[src/rtl/apb_uart_tx.sv]
// apb_uart_tx: APB slave UART transmitter.
// Bytes written to TXDATA go into a small TX FIFO. A frame state machine,
// timed by a per-bit down-counter, sends each byte LSB first on txd.
// STATUS and the level interrupt tx_irq report when the FIFO has drained.
// Optional feature macro: UART_TX_PARITY_EN adds an even-parity bit after the
// data bits, giving an 11-bit frame. Without it the frame is 8N1 (10 bits).
module apb_uart_tx #(
  parameter int unsigned FIFO_DEPTH  = 4,
  parameter logic [15:0] DEFAULT_DIV = 16'd867
) (
  input  logic        PCLK,
  input  logic        PRESET,
  input  logic [31:0] PADDR,
  input  logic [31:0] PWDATA,
  input  logic        PWRITE,
  input  logic        PENABLE,
  input  logic        PSEL,
  output logic [31:0] PRDATA,
  output logic        PREADY,
  output logic        txd,
  output logic        tx_irq
);

  localparam int PW = $clog2(FIFO_DEPTH);
  localparam int CW = $clog2(FIFO_DEPTH) + 1;

  localparam logic [1:0] A_CTRL   = 2'd0;
  localparam logic [1:0] A_STATUS = 2'd1;
  localparam logic [1:0] A_TXDATA = 2'd2;
  localparam logic [1:0] A_BAUD   = 2'd3;

  localparam logic [2:0] ST_IDLE   = 3'd0;
  localparam logic [2:0] ST_START  = 3'd1;
  localparam logic [2:0] ST_DATA   = 3'd2;
`ifdef UART_TX_PARITY_EN
  localparam logic [2:0] ST_PARITY = 3'd3;
`endif
  localparam logic [2:0] ST_STOP   = 3'd4;

  // Register file
  logic [1:0]    ctrl_q;
  logic [15:0]   baud_q;
  logic          ovf_q;

  // TX FIFO
  logic [7:0]    mem_q [FIFO_DEPTH];
  logic [PW-1:0] wptr_q, rptr_q;
  logic [CW-1:0] count_q;

  // Frame engine
  logic [2:0]    state_q, state_d;
  logic [15:0]   cnt_q, cnt_d;
  logic [15:0]   div_lat_q, div_lat_d;
  logic [7:0]    shift_q, shift_d;
  logic [2:0]    bit_q, bit_d;
`ifdef UART_TX_PARITY_EN
  logic          par_q, par_d;
`endif

  logic          access, wr_en, rd_en;
  logic [1:0]    sel;
  logic          fifo_full, fifo_empty, busy;
  logic          push_req, push, pop, ovf_set;
  logic [3:0]    cnt_field;
  logic          unused_bits;

  assign access     = PSEL & PENABLE;
  assign wr_en      = access & PWRITE;
  assign rd_en      = access & ~PWRITE;
  assign sel        = PADDR[3:2];
  assign PREADY     = access;

  assign fifo_full  = (count_q == CW'(FIFO_DEPTH));
  assign fifo_empty = (count_q == '0);
  assign busy       = (state_q != ST_IDLE);

  // A push against a full FIFO is dropped even if a pop frees a slot that edge.
  assign push_req   = wr_en & (sel == A_TXDATA);
  assign push       = push_req & ~fifo_full;
  assign ovf_set    = push_req & fifo_full;
  assign pop        = (state_q == ST_IDLE) & ctrl_q[0] & ~fifo_empty;

  assign tx_irq     = ctrl_q[1] & fifo_empty & ~busy;
  assign cnt_field  = 4'(count_q);
  assign unused_bits = ^{PADDR[31:4], PADDR[1:0], PWDATA[31:16]};

  // Control registers: CTRL, BAUDDIV and the sticky overflow flag
  always_ff @(posedge PCLK or negedge PRESET) begin
    if (!PRESET) begin
      ctrl_q <= 2'b00;
      baud_q <= DEFAULT_DIV;
      ovf_q  <= 1'b0;
    end else begin
      if (wr_en && sel == A_CTRL) ctrl_q <= PWDATA[1:0];
      if (wr_en && sel == A_BAUD) baud_q <= PWDATA[15:0];
      if (ovf_set)                                      ovf_q <= 1'b1;
      else if (wr_en && sel == A_STATUS && PWDATA[3])   ovf_q <= 1'b0;
    end
  end

  // FIFO pointers and occupancy; pointers wrap naturally at FIFO_DEPTH
  always_ff @(posedge PCLK or negedge PRESET) begin
    if (!PRESET) begin
      wptr_q  <= '0;
      rptr_q  <= '0;
      count_q <= '0;
    end else begin
      if (push) wptr_q <= wptr_q + PW'(1);
      if (pop)  rptr_q <= rptr_q + PW'(1);
      case ({push, pop})
        2'b10:   count_q <= count_q + CW'(1);
        2'b01:   count_q <= count_q - CW'(1);
        default: count_q <= count_q;
      endcase
    end
  end

  // FIFO storage; contents are only meaningful between the pointers
  always_ff @(posedge PCLK) begin
    if (push) mem_q[wptr_q] <= PWDATA[7:0];
  end

  // Frame sequencing: every non-idle state lasts div_lat+1 cycles
  always_comb begin
    state_d   = state_q;
    cnt_d     = cnt_q;
    div_lat_d = div_lat_q;
    shift_d   = shift_q;
    bit_d     = bit_q;
`ifdef UART_TX_PARITY_EN
    par_d     = par_q;
`endif
    if (state_q == ST_IDLE) begin
      if (pop) begin
        state_d   = ST_START;
        cnt_d     = baud_q;
        div_lat_d = baud_q;
        shift_d   = mem_q[rptr_q];
        bit_d     = 3'd0;
`ifdef UART_TX_PARITY_EN
        par_d     = ^mem_q[rptr_q];
`endif
      end
    end else if (cnt_q != 16'd0) begin
      cnt_d = cnt_q - 16'd1;
    end else begin
      cnt_d = div_lat_q;
      case (state_q)
        ST_START: state_d = ST_DATA;
        ST_DATA: begin
          if (bit_q == 3'd7) begin
`ifdef UART_TX_PARITY_EN
            state_d = ST_PARITY;
`else
            state_d = ST_STOP;
`endif
          end else begin
            shift_d = {1'b0, shift_q[7:1]};
            bit_d   = bit_q + 3'd1;
          end
        end
`ifdef UART_TX_PARITY_EN
        ST_PARITY: state_d = ST_STOP;
`endif
        ST_STOP:  state_d = ST_IDLE;
        default:  state_d = ST_IDLE;
      endcase
    end
  end

  // FSM state register; reset forces idle so txd returns high at once
  always_ff @(posedge PCLK or negedge PRESET) begin
    if (!PRESET) state_q <= ST_IDLE;
    else         state_q <= state_d;
  end

  // Frame datapath registers; only observed outside the idle state
  always_ff @(posedge PCLK) begin
    cnt_q     <= cnt_d;
    div_lat_q <= div_lat_d;
    shift_q   <= shift_d;
    bit_q     <= bit_d;
`ifdef UART_TX_PARITY_EN
    par_q     <= par_d;
`endif
  end

  // Serial line level decoded from the current frame state
  always_comb begin
    txd = 1'b1;
    case (state_q)
      ST_START:  txd = 1'b0;
      ST_DATA:   txd = shift_q[0];
`ifdef UART_TX_PARITY_EN
      ST_PARITY: txd = par_q;
`endif
      default:   txd = 1'b1;
    endcase
  end

  // Read mux; bus returns zero outside a read access phase
  always_comb begin
    PRDATA = 32'd0;
    if (rd_en) begin
      case (sel)
        A_CTRL:   PRDATA = {30'd0, ctrl_q};
        A_STATUS: PRDATA = {24'd0, cnt_field, ovf_q, fifo_empty, fifo_full, busy};
        A_TXDATA: PRDATA = 32'd0;
        A_BAUD:   PRDATA = {16'd0, baud_q};
        default:  PRDATA = 32'd0;
      endcase
    end
  end

endmodule

[config.mk]
export PLATFORM = sky130hd
export DESIGN_NAME = apb_uart_tx
export DESIGN_NICKNAME = d
export VERILOG_FILES = /design/src/rtl/apb_uart_tx.sv
export SDC_FILE = /design/constraint.sdc
export NUM_CORES = 1
export LEC_CHECK = 0
export BUFFER_PORTS_ARGS = -buffer_cell sky130_fd_sc_hd__buf_2
export CORE_AREA = 8 8 105 107
export CTS_CLUSTER_DIAMETER = 40
export DETAILED_ROUTE_END_ITERATION = 8
export DIE_AREA = 0 0 113 115
export PLACE_DENSITY_LB_ADDON = 0.3
export SYNTH_ARGS = -nofsm -noshare
export SYNTH_HDL_FRONTEND = slang
export SYNTH_SLANG_ARGS = --single-unit
[constraint.sdc]
create_clock -name PCLK -period 5.05 [get_ports PCLK]
set_clock_uncertainty 0.05 [all_clocks]
set_input_delay 0.505 -clock PCLK [delete_from_list [all_inputs] [get_ports PCLK]]
set_output_delay 0.505 -clock PCLK [all_outputs]
set_load 0.02 [all_outputs]
==> impl_metrics.csv, run 1 <==
group,metric,value,unit
run_status,status,"completed",
route,drt-initial-drc-count,266,
clocking,path_clk_slew,0.11,ns
cells_and_area,n_antenna_cell,0,
logic_synthesis,ys_ff_latch,104,
cells_and_area,layout_commonest_cell,"edfxtp_1",
floorplan,initial_utilization,53.0,%
worst_setup_path,slowest_stage,"or3_1",
clocking,cts_setup_buffers,0,
timing,relSlewSlack,26.7,%
cells_and_area,post-route-util,57.7,%
worst_setup_path,cp.arrival,3.29,ns
logic_synthesis,synth.avg_cell_area,12.6,um2
route,wirelength,9.74,mm
cells_and_area,layout-area-overhead-vs-synth,8.97,%
worst_setup_path,cpPeakStageDelay,0.73,ns
timing,fin_setup_tns,0,ns
run,max_cap_viol_count,0,
pwr,power_density,479,mW/mm2
timing,setup_viol,0,
cells_and_area,final_cell_mix,"edfxtp_1, nand2_1, buf_2",
worst_setup_path,worst_ep_required_time,5.31,ns
cells_and_area,design_area,0.00546,mm2
cells_and_area,layout-drive-gt1-share,23.6,%
worst_setup_path,critical-path-top-delay-family,"simple AND/OR/NAND/NOR gates",
clocking,htree_levels,3,
grt,grt_remaining_overflow,0,
route,wl_per_cell,17.6,um
timing,fin_ws,2.02,ns
place,dpl_cell_area,0.00526,mm2
pwr,finalPower,2.62,mW
logic_synthesis,synthCells,397,
place,gp_congestion,0.846,
worst_setup_path,crit_path_cell_trace,"or3_1 > nor2_1 > ha_1 > inv_1 > fa_1 > xor2_1 > nor2_1 > xor2_1",
logic_synthesis,ys_seq_area_share,59.6,%
cells_and_area,nNetsFinal,514,
route,route.detailed.drc,0,
grt,grt_max_degree,35,
grt,grt_pass1_vias,3153,
floorplan,pin_count,104,
pwr,p_leak,2.16,nW
route,via_per_inst,5.61,
place,portBuffers,41,
worst_setup_path,path_max_fanout,23,
timing,rsz0062_at_grt,"false",
worst_setup_path,crit_buf_inv,1,
floorplan,die_area,0.0130,mm2
worst_setup_path,worstSetupPathType,"reg2reg",
worst_setup_path,end_kind,"flip-flop",
route,ant_nets,0,
grt,track_usage,15.9,%
timing,max_freq,331,MHz
logic_synthesis,synth_ff_type,"edfxtp_1",
place,dpl_worst_slack,2.02,ns
clocking,clock-sinks,104,
clocking,cts_tree,"built",
logic_synthesis,synth-edff-count,75,
floorplan,core,0.00946,mm2
pwr,vdd_drop_max,0.280,mV
clocking,cts_resized,0,
clocking,worstSkewPairLatency,0.38,ns
floorplan,row_count,36,
grt,antenna_found_initial,0,
cells_and_area,fillerInstances,770,
logic_synthesis,ys_warn_count,0,
timing,post-route-min-period,3.03,ns
floorplan,die_w,113,um
clocking,cts_buffer_depth,2,
timing,finalMaxSlewViolations,0,
place,dp_hpwl,6.93,mm
grt,grt_pass1_wl,16.1,mm
floorplan,die_h,115,um
clocking,cts-root-buf,"clkbuf_8",
hold_path,hold_path_class,"in2async",
route,drt_pass1_iterations,4,
route,vias,3107,
cells_and_area,fin_cells,554,
clocking,cts_buffers,9,
logic_synthesis,async_flop_share,27.9,%
logic_synthesis,syn_area,0.00501,mm2
place,place_inst,538,
timing,finalCritPeriodShare,59.9,%
timing,fin_hold_ws,0.107,ns
worst_setup_path,cp-start-kind,"flip-flop",
logic_synthesis,synth.distinct_cells,53,
clocking,hold_buffers,0,
timing,finalHoldViolCount,0,
timing,tightestPinTransition,1.09,ns
## cells in the mapped netlist (2+ instances only)
| cell type | count | area [um2] |
|---|---|---|
| mux4_2 | 8 | 180 |
| inv_1 | 17 | 63.8 |
| a221oi_1 | 2 | 17.5 |
| and2_1 | 17 | 106 |
| a211oi_1 | 5 | 37.5 |
| xnor2_1 | 4 | 35.0 |
| and4_1 | 2 | 17.5 |
| a21oi_1 | 6 | 30.0 |
| edfxtp_1 | 75 | 2250 |
| or2_2 | 3 | 18.8 |
| dfrtp_1 | 23 | 576 |
| clkbuf_1 | 13 | 48.8 |
| buf_2 | 3 | 15.0 |
| a21o_1 | 2 | 15.0 |
| or3_1 | 2 | 12.5 |
| a31oi_1 | 4 | 25.0 |
| mux2i_1 | 13 | 130 |
| ha_1 | 9 | 113 |
| xor2_1 | 7 | 61.3 |
| nand4_1 | 2 | 12.5 |
| or4_1 | 2 | 15.0 |
| nand3_1 | 3 | 15.0 |
| dfstp_2 | 6 | 158 |
| nor4_1 | 2 | 12.5 |
| buf_4 | 16 | 120 |
| nor4_4 | 2 | 42.5 |
| nor3b_1 | 2 | 15.0 |
| o31ai_1 | 3 | 22.5 |
| nand2_1 | 43 | 161 |
| nor2_1 | 25 | 93.8 |
| mux2_2 | 18 | 203 |
| o21ai_0 | 20 | 100 |
| nor3_1 | 18 | 90.1 |
## state kept, by name, summed over array words and instances, names as in the netlist, 3 cells and up
name / cells
count_q: 3
bit_q: 3
cnt_q: 16
baud_q: 16
state_q: 3
shift_q: 8
mem_q: 32
div_lat_q: 16
## report_power, final
group	leakage, nW	switching (mW)	internal, mW
sequential	1.05	0.218	1.15
clock	0.102	0.303	0.206
combinational	1.01	0.410	0.330
## cells by family after synthesis
| group | share of synthesized area (%) |
|---|---|
| mux | 10.2 |
| xor+xnor | 1.92 |
| other cells | 0.0749 |
| flops | 59.6 |
| fa+ha+maj | 2.65 |
| compound gates | 6.62 |
| buf+inv | 5.02 |
| simple gates | 13.9 |
## worst paths after layout
path                                        start                     end  slack [ns]  cells after the start
setup / recovery           state_q[1]$_DFFE_PN0P_  count_q[2]$_DFFE_PN0P_        2.02                      8
hold / removal                             PRESET  baud_q[11]$_DFFE_PN0P_        0.11                      1
setup reg to reg           state_q[1]$_DFFE_PN0P_  count_q[2]$_DFFE_PN0P_        2.02                      8
hold reg to reg             baud_q[3]$_DFFE_PN0P_  div_lat_q[3]$_DFFE_PP_        0.46                      0
max in group asynchronous                  PRESET   baud_q[2]$_DFFE_PN0P_        4.38                      1
min in group PCLK                      PWDATA[14]  baud_q[14]$_DFFE_PN0P_        0.31                      2
## area by class of cell
class / instances / area [um2] / area share [%]
clock buffer: 10 / 138 / 2.52
clock inverter: 6 / 60.1 / 1.10
inverter: 17 / 63.8 / 1.17
multi-input combinational: 258 / 1830 / 33.6
sequential: 104 / 2990 / 54.7
tap: 114 / 143 / 2.61
timing repair buffer: 45 / 235 / 4.31
## routing by layer
layer	share of wire, %	up-vias	track usage, %
met2	46	84	24.8
met5	0	-	0
met1	47	1524	20.7
li1	-	1485	-
met3	5.0	14	2.89
met4	1.9	0	8.44
Note: power is estimated with default switching activity, not from simulation.
==> inputs of run 2 (changes only) <==
Settings changed: CORE_AREA 8 8 105 107 to 8 8 110 112, DIE_AREA 0 0 113 115 to 0 0 118 120.
Clock period 5.05 ns to 2.55 ns, I/O delays scaled along.
==> run 2 against run 1 <==
Against the previous run:
- cell count rose by 7.9%
- worst setup slack got worse by 1.8 ns
- first-iteration DRC count fell by 35%
- sequential power rose by 94%
- critical path depth fell by 1
- core utilization fell by 4.1 points
- combinational power rose by 120%
- via count rose by 1.5%
- clock power rose by 100%
- hold slack got worse by 0.050 ns
- clock-buffer cell count fell by 1
- non-clock buffer count rose by 18
- largest power group unchanged
- highest routed layer unchanged
==> impl_metrics.csv, run 2 (synthesis results as in run 1) <==
group,metric,value,unit
timing,fin_setup_tns,0,ns
worst_setup_path,cp.arrival,2.43,ns
grt,grt_pass1_wl,15.9,mm
pwr,switching_power,1.89,mW
worst_setup_path,worst_ep_required_time,2.63,ns
grt,grt_pass1_vias,3036,
pwr,combPwrFrac,30.5,%
cells_and_area,n_antenna_cell,0,
cells_and_area,post-route-util,53.6,%
hold_path,hold_path_class,"in2reg",
cells_and_area,layout-drive-gt1-share,26.6,%
timing,max_freq,426,MHz
place,portBuffers,41,
floorplan,row_count,38,
route,ant_nets,0,
clocking,cts_tree,"built",
route,wl_per_cell,16.4,um
timing,setup_viol,0,
worst_setup_path,path_max_fanout,9,
hold_path,hold_path_depth,2,
floorplan,die_area,0.0142,mm2
timing,fin_hold_ws,0.0570,ns
timing,rsz0062_at_grt,"false",
route,route.detailed.drc,0,
clocking,path_clk_slew,0.11,ns
grt,antenna_found_initial,0,
pwr,vdd_drop_max,0.541,mV
clocking,cts_buffers,9,
clocking,cts_buffer_depth,2,
cells_and_area,regMostFlops,"mem_q",
pwr,internal_power,3.40,mW
cells_and_area,final_cell_mix,"edfxtp_1, nand2_1, buf_2",
clocking,worstSkewPairLatency,0.38,ns
pwr,power_density,940,mW/mm2
route,wirelength,9.81,mm
clocking,clock-sinks,104,
timing,post-route-min-period,2.35,ns
run_status,status,"completed",
clocking,cts_resized,0,
timing,finalHoldViolCount,0,
worst_setup_path,end_kind,"flip-flop",
route,drt_pass1_iterations,4,
place,dp_hpwl,7.04,mm
worst_setup_path,reg2reg_slack,0.20,ns
floorplan,core,0.0105,mm2
floorplan,initial_utilization,47.7,%
pwr,p_leak,2.25,nW
timing,finalMaxSlewViolations,0,
pwr,netSwitchingFraction,35.7,%
floorplan,pin_count,104,
floorplan,die_h,120,um
cells_and_area,layout-area-overhead-vs-synth,12.4,%
grt,track_usage,14.2,%
place,gp_congestion,0.842,
grt,grt_max_degree,30,
route,drt-initial-drc-count,173,
cells_and_area,largest_reg_flops,32,
pwr,p_seq_share,50.3,%
worst_setup_path,worstSetupPathType,"reg2reg",
floorplan,die_w,118,um
timing,finalCritPeriodShare,92.1,%
clocking,cts-root-buf,"clkbuf_8",
timing,relSlewSlack,52.3,%
route,via_per_inst,5.28,
worst_setup_path,reg2reg_depth,7,
cells_and_area,layout_commonest_cell,"edfxtp_1",
route,vias,3155,
timing,tightestPinTransition,0.715,ns
worst_setup_path,cp-start-kind,"flip-flop",
cells_and_area,nNetsFinal,532,
pwr,pwr-share-clk,19.2,%
clocking,htree_levels,3,
grt,grt_remaining_overflow,0,
run,max_cap_viol_count,0,
-- run 2: cell count changes in the layout (fill, tap and decap cells not counted), sizes merged --
cell,change
dlygate4sd3,+1
inv,+2
clkinv,-2
buf,+17
clkinvlp,+1
clkbuf,-1
-- run 2: worst max-delay path, cell delays in order, from the launching register on --
cell      delay [ns]
edfxtp_1        0.47
inv_1           0.14
ha_1            0.21
nor4b_2         0.39
nand4_2         0.31
buf_4           0.27
mux2i_1         0.15
o21ai_0         0.10
-- run 2: per-stage QoR --
step / std cells / area [um2] / worst slack, ns / total power, mW
floorplan: 412 / 5070 / 0.0368 / 3.79
global placement: 581 / 5430 / 0.251 / 4.26
detailed placement: 581 / 5430 / 0.255 / 4.31
CTS: 598 / 5630 / 0.230 / 5.32
global route: 598 / 5630 / 0.0444 / 5.60
finish: 598 / 5630 / 0.202 / 5.30
-- run 2: path summary, 6_finish.rpt --
check	from	end
setup / recovery	cnt_q[0]$_DFFE_PP_	cnt_q[4]$_DFFE_PP_
hold / removal	PWDATA[12]	baud_q[12]$_DFFE_PN0P_
setup reg to reg	cnt_q[0]$_DFFE_PP_	cnt_q[4]$_DFFE_PP_
hold reg to reg	baud_q[10]$_DFFE_PN0P_	div_lat_q[10]$_DFFE_PP_
max in group asynchronous	PRESET	ctrl_q[1]$_DFFE_PN0P_
min in group asynchronous	PRESET	baud_q[11]$_DFFE_PN0P_
-- run 2: cell type report --
cell class / count / area [um2]
well taps: 140 / 175
clock buffers: 9 / 124
multi-input cells: 258 / 1840
fillers: 874 / 4870
inverters: 17 / 63.8
flip-flops and latches: 104 / 2990
repair buffers: 63 / 373
clock inverters: 7 / 72.6
-- run 2: routing by layer --
metal	part of all wire (%)	up-vias	wire [um]	global-route usage [%]
li1	-	1523	-	-
met1	48	1535	4720	19.5
met2	45	82	4410	21.2
met3	5.0	15	495	3.10
met4	1.9	0	189	6.16
met5	0	-	0	0
-- run 2: power by group through the flow --
| stage | combinational, mW | clock, mW | sequential [mW] |
|---|---|---|---|
| after global routing | 1.78 | 1.09 | 2.73 |
| after floorplan | 1.24 | 0 | 2.55 |
| after global placement | 1.58 | 0 | 2.68 |
| final | 1.62 | 1.02 | 2.66 |
| after CTS | 1.62 | 1.04 | 2.67 |
| after detailed placement | 1.61 | 0 | 2.70 |
-- run 2: repair_timing --
action,in CTS,in global routing
buffers inserted,0,0
hold buffers,1,0
endpoints found under the hold margin,23,0
==> inputs of run 3 (changes only) <==
Settings changed: MAX_ROUTING_LAYER set to met4.
==> run 3 against run 2 <==
Against the previous run:
- via count fell by 0.41%
- power barely moved
- combinational power barely moved
- cell count did not move
- hold slack improved by 0.0021 ns
- clock-buffer cell count did not move
- design area did not move
- wire length fell by 0.11%
- highest routed layer unchanged
==> impl_metrics.csv, run 3 (synthesis results as in run 1) <==
group,metric,value,unit
run,max_cap_viol_count,0,
floorplan,die_w,118,um
clocking,cts_buffers,9,
floorplan,row_count,38,
timing,finalCritPeriodShare,92.0,%
worst_setup_path,crit_buf_inv,2,
place,dpl_cell_area,0.00543,mm2
clocking,cts_setup_buffers,0,
cells_and_area,layout-area-overhead-vs-synth,12.4,%
worst_setup_path,reg2reg_slack,0.20,ns
worst_setup_path,cp-start-kind,"flip-flop",
pwr,p_seq_share,50.3,%
worst_setup_path,worstSetupPathType,"reg2reg",
place,dp_hpwl,7.04,mm
floorplan,pin_count,104,
pwr,combPwrFrac,30.5,%
grt,track_usage,14.6,%
route,vias,3142,
place,portBuffers,41,
timing,tightestPinTransition,0.713,ns
grt,antenna_found_initial,0,
clocking,clock-sinks,104,
cells_and_area,nNetsFinal,532,
route,ant_nets,0,
route,via_per_inst,5.25,
floorplan,initial_utilization,47.7,%
worst_setup_path,worst_ep_required_time,2.63,ns
cells_and_area,layout-drive-gt1-share,26.6,%
route,route.detailed.drc,0,
hold_path,hold_path_class,"in2reg",
route,drt-initial-drc-count,153,
pwr,pwr-share-clk,19.1,%
grt,grt_remaining_overflow,0,
pwr,internal_power,3.40,mW
timing,max_freq,426,MHz
route,wirelength,9.80,mm
pwr,power_density,940,mW/mm2
run_status,status,"completed",
clocking,cts_buffer_depth,2,
worst_setup_path,path_max_fanout,9,
cells_and_area,largest_reg_flops,32,
floorplan,die_area,0.0142,mm2
cells_and_area,n_antenna_cell,0,
floorplan,die_h,120,um
clocking,cts_tree,"built",
worst_setup_path,cp.arrival,2.42,ns
clocking,cts-root-buf,"clkbuf_8",
timing,rsz0062_at_grt,"false",
pwr,vdd_drop_max,0.541,mV
grt,grt_pass1_vias,3024,
worst_setup_path,slowest_stage,"edfxtp_1",
worst_setup_path,crit_path_cell_trace,"inv_1 > ha_1 > nor4b_2 > nand4_2 > buf_4 > mux2i_1 > o21ai_0",
cells_and_area,final_cell_mix,"edfxtp_1, nand2_1, buf_2",
timing,setup_viol,0,
timing,finalMaxSlewViolations,0,
floorplan,core,0.0105,mm2
route,wl_per_cell,16.4,um
cells_and_area,fillerInstances,874,
timing,relSlewSlack,52.5,%
route,drt_pass1_iterations,4,
clocking,path_clk_slew,0.11,ns
grt,grt_pass1_wl,15.9,mm
pwr,netSwitchingFraction,35.7,%
worst_setup_path,end_kind,"flip-flop",
worst_setup_path,cpPeakStageDelay,0.47,ns
place,gp_congestion,0.856,
clocking,worstSkewPairLatency,0.37,ns
timing,post-route-min-period,2.35,ns
clocking,htree_levels,3,
worst_setup_path,critical-path-top-delay-family,"simple AND/OR/NAND/NOR gates",
timing,fin_hold_ws,0.0591,ns
timing,fin_setup_tns,0,ns
cells_and_area,regMostFlops,"mem_q",
cells_and_area,post-route-util,53.6,%
pwr,p_leak,2.25,nW
grt,grt_max_degree,30,
cells_and_area,layout_commonest_cell,"edfxtp_1",
pwr,switching_power,1.89,mW
cells_and_area,design_area,0.00563,mm2
timing,finalHoldViolCount,0,
run 3: layout make-up:
class | instances | area, um2 | share of cell area [%]
Sequential cell | 104 | 2990 | 53.0
Inverter | 17 | 63.8 | 1.13
Clock buffer | 9 | 124 | 2.20
Timing Repair Buffer | 63 | 373 | 6.62
Clock inverter | 7 | 72.6 | 1.29
Multi-Input combinational cell | 258 | 1840 | 32.7
Tap cell | 140 | 175 | 3.11
run 3: per-layer routing:
layer	track usage (%)	vias to the layer above	share of wire, %
met5	-	-	0
met1	19.8	1528	49
met2	21.2	75	45
met3	2.21	15	3.9
met4	7.13	0	2.2
li1	-	1524	-
run 3: path summary, 6_finish.rpt:
check	to	from	cells past startpoint
worst max-delay path	cnt_q[4]$_DFFE_PP_	cnt_q[0]$_DFFE_PP_	7
worst min-delay path	baud_q[14]$_DFFE_PN0P_	PWDATA[14]	2
worst max register to register	cnt_q[4]$_DFFE_PP_	cnt_q[0]$_DFFE_PP_	7
worst min register to register	div_lat_q[10]$_DFFE_PP_	baud_q[10]$_DFFE_PN0P_	0
max in group asynchronous	ctrl_q[1]$_DFFE_PN0P_	PRESET	2
min in group asynchronous	baud_q[11]$_DFFE_PN0P_	PRESET	2
run 3: what timing repair did:
item,CTS,global route
gates resized for setup,0,0
hold buffers,1,0
endpoints found under the hold margin,23,0
run 3: through the flow:
step / setup WS [ns] / power (mW) / cells
floorplan: 0.0368 / 3.79 / 412
CTS: 0.230 / 5.32 / 598
global placement: 0.251 / 4.26 / 581
finish: 0.204 / 5.29 / 598
detailed placement: 0.255 / 4.31 / 581
global route: 0.0445 / 5.60 / 598
run 3: power groups by stage:
stage | logic, mW | clock network [mW] | registers, mW
detailed placement | 1.61 | 0 | 2.70
finish | 1.62 | 1.01 | 2.66
global placement | 1.58 | 0 | 2.68
global route | 1.78 | 1.09 | 2.73
CTS | 1.62 | 1.04 | 2.67
floorplan | 1.24 | 0 | 2.55
